**src/rtl/lemonpc_pkg.sv**
```systemverilog
// Shared LemonPC core constants and types for the integer register file.
// Optional feature used by register_file_sb: REGFILE_BYPASS_EN.
package lemonpc_pkg;

    localparam int REG_ADDR_W      = 5;
    localparam int XLEN            = 32;
    localparam int NR_READ_DEFAULT = 2;

    typedef logic [REG_ADDR_W-1:0] reg_idx_t;
    typedef logic [XLEN-1:0]       xlen_t;

endpackage

```
**src/rtl/regfile_scoreboard.sv**
```systemverilog
// Per-register busy scoreboard: issue sets, writeback clears, flush drops all.
// busy_cnt tracks the popcount of the busy bits incrementally.
module regfile_scoreboard
    import lemonpc_pkg::*;
#(
    parameter int ADDR_WIDTH = REG_ADDR_W
) (
    input  logic                     clk,
    input  logic                     rst,
    input  logic                     wen,
    input  logic [ADDR_WIDTH-1:0]    rd,
    input  logic                     issue_en,
    input  logic [ADDR_WIDTH-1:0]    issue_rd,
    input  logic                     flush,
    output logic [2**ADDR_WIDTH-1:0] busy,
    output logic [ADDR_WIDTH:0]      busy_cnt
);

    localparam int DEPTH = 2**ADDR_WIDTH;

    logic [DEPTH-1:0] busy_next;
    logic             issue_valid;
    logic             write_valid;
    logic             rise;
    logic             fall;

    assign issue_valid = issue_en && (issue_rd != '0);
    assign write_valid = wen && (rd != '0);

    // Later statements win: issue overrides writeback clear, flush overrides both.
    always_comb begin
        busy_next = busy;
        if (write_valid)
            busy_next[rd] = 1'b0;
        if (issue_valid)
            busy_next[issue_rd] = 1'b1;
        if (flush)
            busy_next = '0;
        busy_next[0] = 1'b0;
    end

    // Count edges on the bit level so the counter never needs a popcount tree.
    assign rise = issue_valid && !busy[issue_rd];
    assign fall = write_valid && busy[rd] && !(issue_valid && (issue_rd == rd));

    always_ff @(posedge clk or posedge rst) begin
        if (rst) begin
            busy     <= '0;
            busy_cnt <= '0;
        end else begin
            busy <= busy_next;
            if (flush)
                busy_cnt <= '0;
            else
                busy_cnt <= busy_cnt + {{ADDR_WIDTH{1'b0}}, rise}
                                     - {{ADDR_WIDTH{1'b0}}, fall};
        end
    end

endmodule

```
**src/rtl/register_file_sb.sv**
```systemverilog
// Integer register file with NR_READ combinational read ports, x0 hardwired to zero
// and a busy scoreboard. Define REGFILE_BYPASS_EN for writeback-to-read forwarding.
module register_file_sb
    import lemonpc_pkg::*;
#(
    parameter int ADDR_WIDTH = REG_ADDR_W,
    parameter int DATA_WIDTH = XLEN,
    parameter int NR_READ    = NR_READ_DEFAULT
) (
    input  logic                          clk,
    input  logic                          rst,
    input  logic [NR_READ*ADDR_WIDTH-1:0] rs_addr,
    output logic [NR_READ*DATA_WIDTH-1:0] rs_data,
    output logic [NR_READ-1:0]            rs_busy,
    input  logic                          wen,
    input  logic [ADDR_WIDTH-1:0]         rd,
    input  logic [DATA_WIDTH-1:0]         dataD,
    input  logic                          issue_en,
    input  logic [ADDR_WIDTH-1:0]         issue_rd,
    input  logic                          flush,
    output logic [ADDR_WIDTH:0]           busy_cnt
);

    localparam int DEPTH = 2**ADDR_WIDTH;

    logic [DATA_WIDTH-1:0] rf [DEPTH];
    logic [DEPTH-1:0]      busy;

    regfile_scoreboard #(
        .ADDR_WIDTH(ADDR_WIDTH)
    ) u_scoreboard (
        .clk      (clk),
        .rst      (rst),
        .wen      (wen),
        .rd       (rd),
        .issue_en (issue_en),
        .issue_rd (issue_rd),
        .flush    (flush),
        .busy     (busy),
        .busy_cnt (busy_cnt)
    );

    always_ff @(posedge clk or posedge rst) begin
        if (rst) begin
            for (int i = 0; i < DEPTH; i++)
                rf[i] <= '0;
        end else if (wen && (rd != '0)) begin
            rf[rd] <= dataD;
        end
    end

    for (genvar g = 0; g < NR_READ; g++) begin : g_read
        logic [ADDR_WIDTH-1:0] addr;
        logic [DATA_WIDTH-1:0] data;
        logic                  bsy;

        assign addr = rs_addr[g*ADDR_WIDTH +: ADDR_WIDTH];

        // Reads are forced to zero while reset is held, and x0 never reads busy.
        always_comb begin
            data = '0;
            bsy  = 1'b0;
            if (!rst && (addr != '0)) begin
                data = rf[addr];
                bsy  = busy[addr];
            end
`ifdef REGFILE_BYPASS_EN
            if (!rst && wen && (rd != '0) && (rd == addr)) begin
                data = dataD;
                bsy  = 1'b0;
            end
`endif
        end

        assign rs_data[g*DATA_WIDTH +: DATA_WIDTH] = data;
        assign rs_busy[g]                          = bsy;
    end

endmodule

```
**config.mk**
```make
export PLATFORM = sky130hd
export DESIGN_NAME = register_file_sb
export DESIGN_NICKNAME = d
export VERILOG_FILES = /design/src/rtl/lemonpc_pkg.sv /design/src/rtl/regfile_scoreboard.sv /design/src/rtl/register_file_sb.sv
export SDC_FILE = /design/constraint.sdc
export NUM_CORES = 2
export LEC_CHECK = 0
export CAP_MARGIN = 20
export CORE_MARGIN = 3
export CORE_UTILIZATION = 45
export CTS_CLUSTER_SIZE = 12
export DETAILED_ROUTE_END_ITERATION = 10
export GPL_ROUTABILITY_DRIVEN = 0
export PLACE_DENSITY_LB_ADDON = 0.3
export SYNTH_ARGS = -nofsm -noshare
export SYNTH_HDL_FRONTEND = slang
export SYNTH_SLANG_ARGS = --single-unit
```
**constraint.sdc**
```tcl
create_clock -name clk -period 32.7 [get_ports clk]
set_clock_uncertainty 0.2 [all_clocks]
set_input_delay 3.27 -clock clk [delete_from_list [all_inputs] [get_ports clk]]
set_output_delay 3.27 -clock clk [all_outputs]
set_load 0.05 [all_outputs]
```
==> results by group <==
Worst setup path
  – R2r startpoint: u_scoreboard.busy[20]
  – Reg2Reg Setup Slack: 29.39 ns
  – WP data arrival: 7.84 ns
  – Startpoint class of the critical path: primary input
  – Crit. End Element: output port
  – Reg2reg end: u_scoreboard.busy_cnt[4]
  – CP Data Required Time: 29.23 ns
  – Critical Path Fanout Max: 110
  – Reg2reg path depth: 12
  – Critical Setup Path Class: in -> out

Placement
  – Placed cells: 5112
  – Port bufs: 128
  – Post-DP HPWL: 80.5 mm

Detailed routing
  – Vias per inst: 6.45
  – # DRC: 0
  – Final WL: 160 mm
  – Routed length per instance: 30.0 um
  – Vias after detailed routing: 34400
  – Drt initial violations: 2819
  – Final ANT Viol Nets: 0
  – DRT Pass-1 Iters: 7

STA
  – Worst relative slew slack: 27.1%
  – RSZ-0062 raised after global routing: false
  – Worst Tran Pin Value: 1.09 ns
  – Final worst-path cycle share: 34.6%
  – FMAX: 0.0884 GHz
  – Final Max Slew Viols: 0
  – Final setup viols: 0
  – Fin Setup TNS: 0 ns
  – Fin crit period: 11.31 ns
  – Fin. Hold Viols: 0

Final layout
  – Area Overhead vs Synth: 10.5%
  – Post-Layout Cell Count: 5343
  – Diodes inserted: 0
  – Share of layout cells above drive strength 1: 48.3%
  – Final Util: 50.3%
  – # nets final: 3656

Synthesis
  – EDFF count, synth: 0
  – Syn nets: 3773
  – YS warnings: 0
  – Syn Area/Cell: 15.5 um2
  – Ys flop type: dfrtp_1
  – Syn Inst Count: 3709
  – Seq/Total Area, Yosys: 46.1%
  – Post-synthesis instance area: 57600 um2
  – #FFs+latches synth: 1061
  – Count of different cell masters after synthesis: 60
  – Async set-or-reset flop fraction in the synthesized netlist: 100%

Floorplan
  – Die area: 132000 um2
  – Row cnt: 130
  – Die X: 364 um
  – Die Ht: 364 um
  – I/O Pins: 129
  – Core area: 126000 um2
  – Initial Util: 45.6%

Clock network
  – Max Root-Sink Buffers: 3
  – Clock transition at path regs: 0.06 ns
  – Clock sinks: 1061
  – Worst-Skew Late Latency: 0.72 ns
  – CTS-repair resized insts: 0
  – Cts bufs inserted: 116
  – Post CTS Setup Buffer Count: 0
  – CTS root buf: clkbuf_16
  – CTS HTree Levels: 3
  – CTS tree: built
  – Hold_buf cts: 0

Worst hold path
  – Hold Path Depth: 0
  – Hold worst-path end: rf[1001]
  – Hold Crit Start: rf[1001]
  – Worst Hold Class: reg -> reg

Pwr
  – LEAKAGE: 27.6 nW
  – Worst vdd ir: 0.0457 mV
  – Power per cell area: 61.0 nW/um2

Global route
  – Vias in the first global route: 35400
  – Global-route wire length before repair: 241 mm
  – All-Layer GR Usage: 24.4%
  – GRT overflow: 0
  – Initial antenna violation count: 2
  – Pin count of the biggest net entering global routing: 178

Run status
  – Status: finished, final reports clean

Run
  – Max-cap violations: 0
==> cell usage in the layout, fill, tap and decap left out, types with 6 or more instances in the layout <==
master           count
clkbuf_1            29
nand2_4             12
o22a_1              66
buf_12               8
o21ai_0              7
nand2_2             13
buf_8                7
clkbuf_8            33
nand2b_1            10
mux2_4              29
mux4_2             523
inv_1                9
mux2i_1            269
nor2b_1              8
nor2_4               6
buf_16               7
buf_4               45
nor2_1              39
mux2_2             922
ha_1                 6
clkbuf_16          120
mux4_1              17
dfrtp_1           1061
o221ai_1            66
nand2_1            112
a21oi_1              9
mux2_1              11
clkinv_2            25
a22oi_1             25
clkdlybuf4s50_1    122
==> per-stage QoR <==
stage | hold slack (ns) | worst slack (ns) | total power, W | instance area, um2
CTS | 0.195 | 21.37 | 0.00391 | 63300
global route | 0.207 | 21.17 | 0.00406 | 63600
finish | 0.192 | 21.39 | 0.00388 | 63600
global placement | 0.176 | 21.40 | 0.00253 | 59400
floorplan | 0.238 | 6.83 | 0.00237 | 57600
detailed placement | 0.182 | 21.36 | 0.00256 | 59400
==> how the worst max path moves through the flow <==
stage               depth (start not counted)  slack [ns]  startpoint          end
global placement                            7       21.40  rs_addr[0]  rs_data[28]
global route                                8       21.17  rs_addr[0]  rs_data[30]
detailed placement                          8       21.36  rs_addr[5]  rs_data[39]
finish                                      7       21.39  rs_addr[0]  rs_data[28]
CTS                                         7       21.37         rst  rs_data[39]
floorplan                                   3        6.83         rst  rs_data[30]
==> synthesized netlist by cell type, types with 3 or more instances <==
master | n | share of area [%]
a21o_1 | 3 | 0.039
a21oi_1 | 9 | 0.078
a22oi_1 | 25 | 0.33
buf_1 | 10 | 0.065
buf_2 | 140 | 1.2
buf_4 | 42 | 0.55
buf_6 | 42 | 0.82
clkbuf_1 | 188 | 1.2
dfrtp_1 | 1061 | 46
ha_1 | 6 | 0.13
inv_1 | 10 | 0.065
mux2_1 | 11 | 0.22
mux2_2 | 922 | 18
mux2_4 | 29 | 0.76
mux2i_1 | 269 | 4.7
mux4_1 | 17 | 0.78
mux4_2 | 523 | 20
nand2_1 | 125 | 0.81
nand2_2 | 12 | 0.13
nand2b_1 | 10 | 0.11
nand3_1 | 6 | 0.052
nor2_1 | 45 | 0.29
nor2b_1 | 8 | 0.087
nor3_1 | 4 | 0.035
nor4_1 | 3 | 0.033
o21ai_0 | 7 | 0.061
o221ai_1 | 66 | 1.0
o22a_1 | 66 | 1.0
xnor2_1 | 3 | 0.046
xor2_1 | 5 | 0.076
==> flip-flops by register name, summed over array words and instances, names as in the netlist <==
| signal | flops |
|---|---|
| rf | 1024 |
| u_scoreboard.busy | 31 |
| u_scoreboard.busy_cnt | 6 |
==> kinds of logic (layout without fill, tap and decap cells) <==
logic type	count (synthesis)	after routing	share of synthesized area, %
flip-flops	1061	1061	46.1
buffers and inverters	438	422	4.04
AO/OA/AOI/OAI	191	191	2.74
AND/OR/NAND/NOR	233	233	1.93
adder cells (fa/ha/maj)	7	7	0.165
multiplexers	1771	1771	44.9
XOR/XNOR	8	8	0.122
==> where the power goes <==
part	internal, W	switching, W	total, W
Combinational	0.000482	0.000339	0.000821
Clock	0.000772	0.000562	0.00133
Sequential	0.00156	0.000170	0.00173
==> area by class of cell <==
cell class / count / area, um2
Inverter: 10 / 41.3
Clock buffer: 178 / 3470
Multi-Input combinational cell: 2210 / 28900
Tap cell: 1650 / 2060
Sequential cell: 1061 / 26600
Fill cell: 10500 / 62800
Clock inverter: 41 / 460
Timing Repair Buffer: 193 / 2120
==> worst max-delay path, stage by stage <==
cell,delay (ns)
buf_8,0.54
buf_12,0.73
buf_4,0.90
mux4_2,0.62
mux2i_1,0.35
o221ai_1,0.36
clkdlybuf4s50_1,0.82
==> per-layer routing <==
metal / share of wire [%] / wire [um] / track usage [%] / vias to the layer above
met5: 0.010 / 16 / 0 / -
met4: 3.1 / 4890 / 7.58 / 2
met3: 6.3 / 10000 / 4.36 / 240
met2: 48 / 76600 / 39.1 / 1114
met1: 43 / 68700 / 34.0 / 18900
li1: - / - / - / 14200
Note: power is estimated with default switching activity, not from simulation.
